$ cat src/rtl/fsm_sched_pkg.sv
// fsm_sched_pkg: state encoding, default parameters and ring-index helpers
// shared by the jump scheduler and its round-robin arbiter.
package fsm_sched_pkg;

  typedef enum logic [1:0] {
    ST_IDLE  = 2'd0,
    ST_JUMP  = 2'd1,
    ST_WAIT  = 2'd2,
    ST_GUARD = 2'd3
  } sched_state_t;

  localparam int DEF_NUM_REQ      = 4;
  localparam int DEF_TIMEOUT      = 8;
  localparam int DEF_GUARD_CYCLES = 2;
  localparam int DEF_TW           = 4;

  // Position 'offset' steps after 'base' in a ring of 'n' entries.
  function automatic int unsigned rr_wrap(input int unsigned base,
                                          input int unsigned offset,
                                          input int unsigned n);
    return (base + offset) % n;
  endfunction

  // Entry that follows 'idx' in a ring of 'n' entries.
  function automatic int unsigned rr_next(input int unsigned idx,
                                          input int unsigned n);
    return ((idx + 1) >= n) ? 0 : (idx + 1);
  endfunction

endpackage

$ cat src/rtl/fsm_jump_sched_if.sv
// fsm_jump_sched_if: requester/FSM-side signals of the jump scheduler.
// The master modport is the scheduler itself; slave is its environment.
interface fsm_jump_sched_if #(
  parameter int NUM_REQ = fsm_sched_pkg::DEF_NUM_REQ
);

  logic [NUM_REQ-1:0] req;
  logic               fsm_done;
  logic               jump;
  logic [NUM_REQ-1:0] grant;
  logic [NUM_REQ-1:0] ack;
  logic [NUM_REQ-1:0] err;
  logic               busy;

  modport master (
    input  req,
    input  fsm_done,
    output jump,
    output grant,
    output ack,
    output err,
    output busy
  );

  modport slave (
    output req,
    output fsm_done,
    input  jump,
    input  grant,
    input  ack,
    input  err,
    input  busy
  );

endinterface

$ cat src/rtl/fsm_jump_sched_rr_arbiter.sv
// rr_arbiter: purely combinational round-robin pick. Starting at i_ptr and
// wrapping, the first requesting index wins; its one-hot and index are given.
module rr_arbiter
  import fsm_sched_pkg::*;
#(
  parameter int N  = DEF_NUM_REQ,
  parameter int PW = (N > 1) ? $clog2(N) : 1
) (
  input  logic [N-1:0]  i_req,
  input  logic [PW-1:0] i_ptr,
  output logic [N-1:0]  o_grant,
  output logic [PW-1:0] o_idx,
  output logic          o_valid
);

  // Candidate index for each search step, already wrapped around the ring.
  logic [PW-1:0] w_cand [N];

  for (genvar g = 0; g < N; g++) begin : g_cand
    assign w_cand[g] = PW'(rr_wrap(32'(i_ptr), g, N));
  end

  // Walk the candidates in priority order and keep the first requester seen.
  always_comb begin
    o_grant = '0;
    o_idx   = '0;
    o_valid = 1'b0;
    for (int i = 0; i < N; i++) begin
      if (!o_valid && i_req[w_cand[i]]) begin
        o_valid             = 1'b1;
        o_idx               = w_cand[i];
        o_grant[w_cand[i]]  = 1'b1;
      end
    end
  end

endmodule

$ cat src/rtl/fsm_jump_sched.sv
// fsm_jump_sched: shares the single fsm.jump input between NUM_REQ requesters.
// One grant at a time, one jump pulse per grant, completion or timeout is
// reported to the owner, then a guard gap is enforced before the next grant.
module fsm_jump_sched
  import fsm_sched_pkg::*;
#(
  parameter int NUM_REQ      = DEF_NUM_REQ,
  parameter int TIMEOUT      = DEF_TIMEOUT,
  parameter int GUARD_CYCLES = DEF_GUARD_CYCLES,
  parameter int TW           = DEF_TW
) (
  input logic              clk,
  input logic              rst_n,
  fsm_jump_sched_if.master bus
);

  localparam int PW = (NUM_REQ > 1) ? $clog2(NUM_REQ) : 1;

  // Last WAIT timer value before a timeout, and last GUARD timer value.
  localparam logic [TW-1:0] TIMEOUT_LAST = TW'(TIMEOUT - 1);
  localparam logic [TW-1:0] GUARD_LAST   =
    TW'((GUARD_CYCLES > 0) ? (GUARD_CYCLES - 1) : 0);

  // With no guard gap a finished transaction drops straight back to IDLE.
  localparam sched_state_t POST_WAIT = (GUARD_CYCLES > 0) ? ST_GUARD : ST_IDLE;

  sched_state_t       r_state, w_state;
  logic [TW-1:0]      r_timer, w_timer;
  logic [PW-1:0]      r_ptr,   w_ptr;
  logic [NUM_REQ-1:0] r_grant, w_grant;
  logic [NUM_REQ-1:0] r_ack,   w_ack;
  logic [NUM_REQ-1:0] r_err,   w_err;
  logic               r_jump,  w_jump;
  logic               r_busy,  w_busy;

  logic [NUM_REQ-1:0] w_winOnehot;
  logic [PW-1:0]      w_winIdx;
  logic               w_winValid;

  rr_arbiter #(
    .N  (NUM_REQ),
    .PW (PW)
  ) u_arb (
    .i_req   (bus.req),
    .i_ptr   (r_ptr),
    .o_grant (w_winOnehot),
    .o_idx   (w_winIdx),
    .o_valid (w_winValid)
  );

  // Next-state and next-output logic; ack/err/jump default to no pulse.
  always_comb begin
    w_state = r_state;
    w_timer = r_timer;
    w_ptr   = r_ptr;
    w_grant = r_grant;
    w_ack   = '0;
    w_err   = '0;
    w_jump  = 1'b0;
    w_busy  = 1'b0;

    unique case (r_state)
      ST_IDLE: begin
        if (w_winValid) begin
          w_state = ST_JUMP;
          w_grant = w_winOnehot;
          w_jump  = 1'b1;
          w_ptr   = PW'(rr_next(32'(w_winIdx), NUM_REQ));
        end
      end

      ST_JUMP: begin
        w_state = ST_WAIT;
        w_timer = '0;
      end

      ST_WAIT: begin
        if (bus.fsm_done) begin
          w_ack   = r_grant;
          w_grant = '0;
          w_state = POST_WAIT;
          w_timer = '0;
        end else if (r_timer == TIMEOUT_LAST) begin
          w_err   = r_grant;
          w_grant = '0;
          w_state = POST_WAIT;
          w_timer = '0;
        end else begin
          w_timer = r_timer + TW'(1);
        end
      end

      ST_GUARD: begin
        if (r_timer == GUARD_LAST) begin
          w_state = ST_IDLE;
          w_timer = '0;
        end else begin
          w_timer = r_timer + TW'(1);
        end
      end

      default: begin
        w_state = ST_IDLE;
        w_grant = '0;
        w_timer = '0;
      end
    endcase

    w_busy = (w_state != ST_IDLE);
  end

  // State, timer, pointer and registered outputs with synchronous reset.
  always_ff @(posedge clk) begin
    if (!rst_n) begin
      r_state <= ST_IDLE;
      r_timer <= '0;
      r_ptr   <= '0;
      r_grant <= '0;
      r_ack   <= '0;
      r_err   <= '0;
      r_jump  <= 1'b0;
      r_busy  <= 1'b0;
    end else begin
      r_state <= w_state;
      r_timer <= w_timer;
      r_ptr   <= w_ptr;
      r_grant <= w_grant;
      r_ack   <= w_ack;
      r_err   <= w_err;
      r_jump  <= w_jump;
      r_busy  <= w_busy;
    end
  end

  assign bus.jump  = r_jump;
  assign bus.grant = r_grant;
  assign bus.ack   = r_ack;
  assign bus.err   = r_err;
  assign bus.busy  = r_busy;

endmodule

$ cat src/flat_wrapper.sv
// flat-port wrapper written by rule: the top's interface ports become plain ports
module fsm_jump_sched_flat import fsm_sched_pkg::*;
#(
  parameter int NUM_REQ      = DEF_NUM_REQ,
  parameter int TIMEOUT      = DEF_TIMEOUT,
  parameter int GUARD_CYCLES = DEF_GUARD_CYCLES,
  parameter int TW           = DEF_TW
)
  (clk, rst_n, bus_req, bus_fsm_done, bus_jump, bus_grant, bus_ack, bus_err, bus_busy);
  fsm_jump_sched_if #(.NUM_REQ(NUM_REQ)) bus_i ();
  input logic clk;
  input logic rst_n;
  input wire logic [$bits(bus_i.req)-1:0] bus_req;
  input wire logic [$bits(bus_i.fsm_done)-1:0] bus_fsm_done;
  output wire logic [$bits(bus_i.jump)-1:0] bus_jump;
  output wire logic [$bits(bus_i.grant)-1:0] bus_grant;
  output wire logic [$bits(bus_i.ack)-1:0] bus_ack;
  output wire logic [$bits(bus_i.err)-1:0] bus_err;
  output wire logic [$bits(bus_i.busy)-1:0] bus_busy;
  assign bus_i.req = bus_req;
  assign bus_i.fsm_done = bus_fsm_done;
  assign bus_jump = bus_i.jump;
  assign bus_grant = bus_i.grant;
  assign bus_ack = bus_i.ack;
  assign bus_err = bus_i.err;
  assign bus_busy = bus_i.busy;
  fsm_jump_sched #(.NUM_REQ(NUM_REQ), .TIMEOUT(TIMEOUT), .GUARD_CYCLES(GUARD_CYCLES), .TW(TW)) u_core (.clk(clk), .rst_n(rst_n), .bus(bus_i));
endmodule
$ cat config.mk
export PLATFORM = sky130hd
export DESIGN_NAME = fsm_jump_sched_flat
export DESIGN_NICKNAME = d
export VERILOG_FILES = /design/src/rtl/fsm_sched_pkg.sv /design/src/rtl/fsm_jump_sched_if.sv /design/src/rtl/fsm_jump_sched_rr_arbiter.sv /design/src/rtl/fsm_jump_sched.sv /design/src/flat_wrapper.sv
export SDC_FILE = /design/constraint.sdc
export NUM_CORES = 1
export LEC_CHECK = 0
export ABC_AREA = 1
export CAP_MARGIN = 20
export CORE_MARGIN = 3
export CORE_UTILIZATION = 44
export DETAILED_ROUTE_END_ITERATION = 8
export HOLD_SLACK_MARGIN = 0.06
export PLACE_DENSITY = 0.75
export SKIP_LAST_GASP = 1
export SLEW_MARGIN = 0
export SYNTH_ARGS = -nofsm -noshare
export SYNTH_HDL_FRONTEND = slang
export SYNTH_SLANG_ARGS = --single-unit
$ cat constraint.sdc
create_clock -name clk -period 2.4 [get_ports clk]
set_input_delay 0.24 -clock clk [delete_from_list [all_inputs] [get_ports clk]]
set_output_delay 0.24 -clock clk [all_outputs]
set_load 0.05 [all_outputs]
==> out/metrics.yaml <==
power_and_ir_drop:
  power.total_mw: 1.94
  pwr-share-clk_pct: 14.2
  internal-power_mw: 0.990
  power.density_nw_per_um2: 1180
  power.leakage_nw: 0.797
  power_frac_comb_pct: 59.7
  p_sw_mw: 0.952
  pwr-share-seq_pct: 26.1
  peakVddDrop_uv: 642
  switching_share_pct: 49.0
global_route:
  antenna_found_initial: 0
  grt_use_total_pct: 14.7
  gr-total-overflow: 0
  grt_max_degree: 14
  grt_pass1_vias: 1066
  grt_first_pass_wirelength_mm: 4.30
floorplanning:
  dieArea_um2: 3780
  die_w_um: 61.5
  start_util_pct: 47.5
  core_um2: 2850
  io_pins: 21
  dieHeight_um: 61.5
  rows: 19
cts:
  clock_sinks: 22
  cts_buffers: 3
  post_cts_buffers: 0
  cts_root_buf: "clkbuf_4"
  h-tree-depth: 1
  cts_resized: 0
  clk_latency_ns: 0.30
  clock_path_buffers: 2
  cts.clk_slew.worst_paths_ns: 0.12
  cts_tree: "built"
  hold_buffers: 0
timing:
  setup_violations: 0
  timing.final.crit_share_pct: 84.5
  rsz0062_at_grt: "no"
  slew_violations: 0
  slew-limit-headroom_pct: 67.0
  max_freq_mhz: 493
  tightest_slew_ns: 0.493
  min_period_ns: 2.03
  fin_setup_tns_ns: 0
  hold_viol: 0
  fin_worst_skew_ns: 0.00217
final_layout:
  nFillCells: 283
  n_antenna_cell: 0
  final_nets: 241
  synthToLayoutAreaGrowth_pct: 21.2
  multi_input_area_um2: 758
  drive_gt1_share_pct: 12.1
  layout_common_cells: "nand2_1, inv_1, dfxtp_1"
  seq_area_um2: 440
  final_common_cell: "nand2_1"
route:
  wire_per_inst_um: 9.77
  vias: 1243
  wl_mm: 2.49
  drt_iter0_markers: 46
  drc: 0
  drtAntennaViolNets: 0
  drtPass1Iterations: 4
  routed_via_density: 4.87
yosys:
  syn_inst: 200
  syn_area_um2: 1360
  ys_ff_latch: 22
  synth.distinct_cells: 23
  synthesis.nets: 216
  synth_edf_count: 0
  ys_async_sr_fraction_pct: 0
  ys_seq_area_share_pct: 32.5
  avgSynthCellArea_um2: 6.78
  synth_ff_type: "dfxtp_1"
  yosys_warnings: 0
setup_path:
  critPathKind: "reg -> reg"
  end_kind: "flip-flop"
  crit_top_cell: "nand2_1"
  cpMaxStageDelayCell: "dfxtp_1"
  worstSetupStartpointType: "flip-flop"
  cp.required_ns: 2.62
  worstPathCellList: "inv_2 -> ha_1 -> inv_1 -> nand2_2 -> nand2_2 -> o21ai_0 -> nand2_1 -> a21oi_1 -> nand2_1 -> nand2_1 -> nor2_1"
  crit_path_max_incr_delay_ns: 0.52
  cp_max_fo: 8
  cp.arrival_ns: 2.24
placement:
  dp_hpwl_mm: 2.05
  gp_congestion: 0.793
  io_buffers: 20
worst_hold_path:
  hold_class: "reg -> reg"
status:
  status: "finished clean"
run:
  cap_violations: 0
[state kept, by name (all words and copies together), names as in the netlist]
register and cells:
u_core.bus.ack 4, u_core.bus.err 4, u_core.bus.grant 4, u_core.r_timer 4, u_core.r_ptr 2, u_core.r_state 2
u_core.bus.busy 1, u_core.bus.jump 1
[critical path, delay by kind of cell, from the launching register on]
kind | cells | cell delay, ns
compound gates | 2 | 0.37
fa+ha+maj | 1 | 0.40
buf+inv | 2 | 0.23
flops | 1 | 0.52
simple gates | 6 | 0.41
[cell usage after synthesis, types with 3 or more instances]
cell type / count / area share (%)
nand2_1: 51 / 14
inv_1: 31 / 8.6
dfxtp_1: 22 / 33
nor2_1: 20 / 5.5
nand3_1: 16 / 5.9
o21ai_0: 11 / 4.1
ha_1: 9 / 8.3
a21oi_1: 8 / 3.0
nand2_2: 7 / 3.2
nand3_2: 4 / 3.0
inv_2: 3 / 0.83
nand2_4: 3 / 2.5
o22ai_1: 3 / 1.4
[metal layers]
layer  global-route usage [%]  wire, um  up-vias
met5                        0         0        -
met4                     1.82        10        0
met3                     4.40       162        2
met2                     23.2      1080       28
met1                     20.3      1240      543
li1                         -         -      670
[logic make-up after synthesis]
group                      Yosys count  share of synthesized area, %
AOI/OAI and AO/OA                   24                          9.33
xor gates and xnor gates             1                         0.646
adders and majority gates            9                          8.31
buffers and inverters               37                          11.5
DFF                                 22                          32.5
and+or+nand+nor                    107                          37.7
[area by class of cell]
| type | count | share of cell area (%) |
|---|---|---|
| repair buffers | 21 | 12.6 |
| well taps | 31 | 2.36 |
| multi-input cells | 141 | 46.2 |
| inverters | 36 | 8.83 |
| clock inverters | 1 | 1.83 |
| clock buffers | 3 | 1.37 |
| flip-flops and latches | 22 | 26.8 |
[power by group through the flow]
stage	sequential (mW)	clock [mW]	combinational (mW)
2_1_floorplan	0.651	0	0.776
3_3_place_gp	0.516	0	1.16
3_5_place_dp	0.517	0	1.16
4_1_cts	0.509	0.283	1.16
5_1_grt	0.519	0.295	1.32
6_report	0.506	0.276	1.16
[final timing paths]
path,start,slack (ns),end,cells after the start
max,u_core.r_ptr[1]$_SDFFE_PN0P_,0.37,u_core.r_ptr[1]$_SDFFE_PN0P_,11
min,u_core.bus.grant[2]$_SDFFE_PN0P_,0.48,u_core.bus.grant[2]$_SDFFE_PN0P_,2
max reg2reg,u_core.r_ptr[1]$_SDFFE_PN0P_,0.37,u_core.r_ptr[1]$_SDFFE_PN0P_,11
min reg2reg,u_core.bus.grant[2]$_SDFFE_PN0P_,0.48,u_core.bus.grant[2]$_SDFFE_PN0P_,2
[stage by stage]
stage | instances | hold WS, ns | setup slack (ns) | cell area (um2) | util (%)
final | 255 | 0.476 | 0.373 | 1640 | 57.6
after global routing | 255 | 0.495 | 0.130 | 1640 | 57.6
after CTS | 255 | 0.480 | 0.376 | 1640 | 57.6
after detailed placement | 251 | 0.462 | 0.405 | 1590 | 55.7
after global placement | 251 | 0.465 | 0.463 | 1590 | 55.7
after floorplan | 200 | 0.338 | 0.581 | 1360 | -
Power figures use the tool's default switching activity.
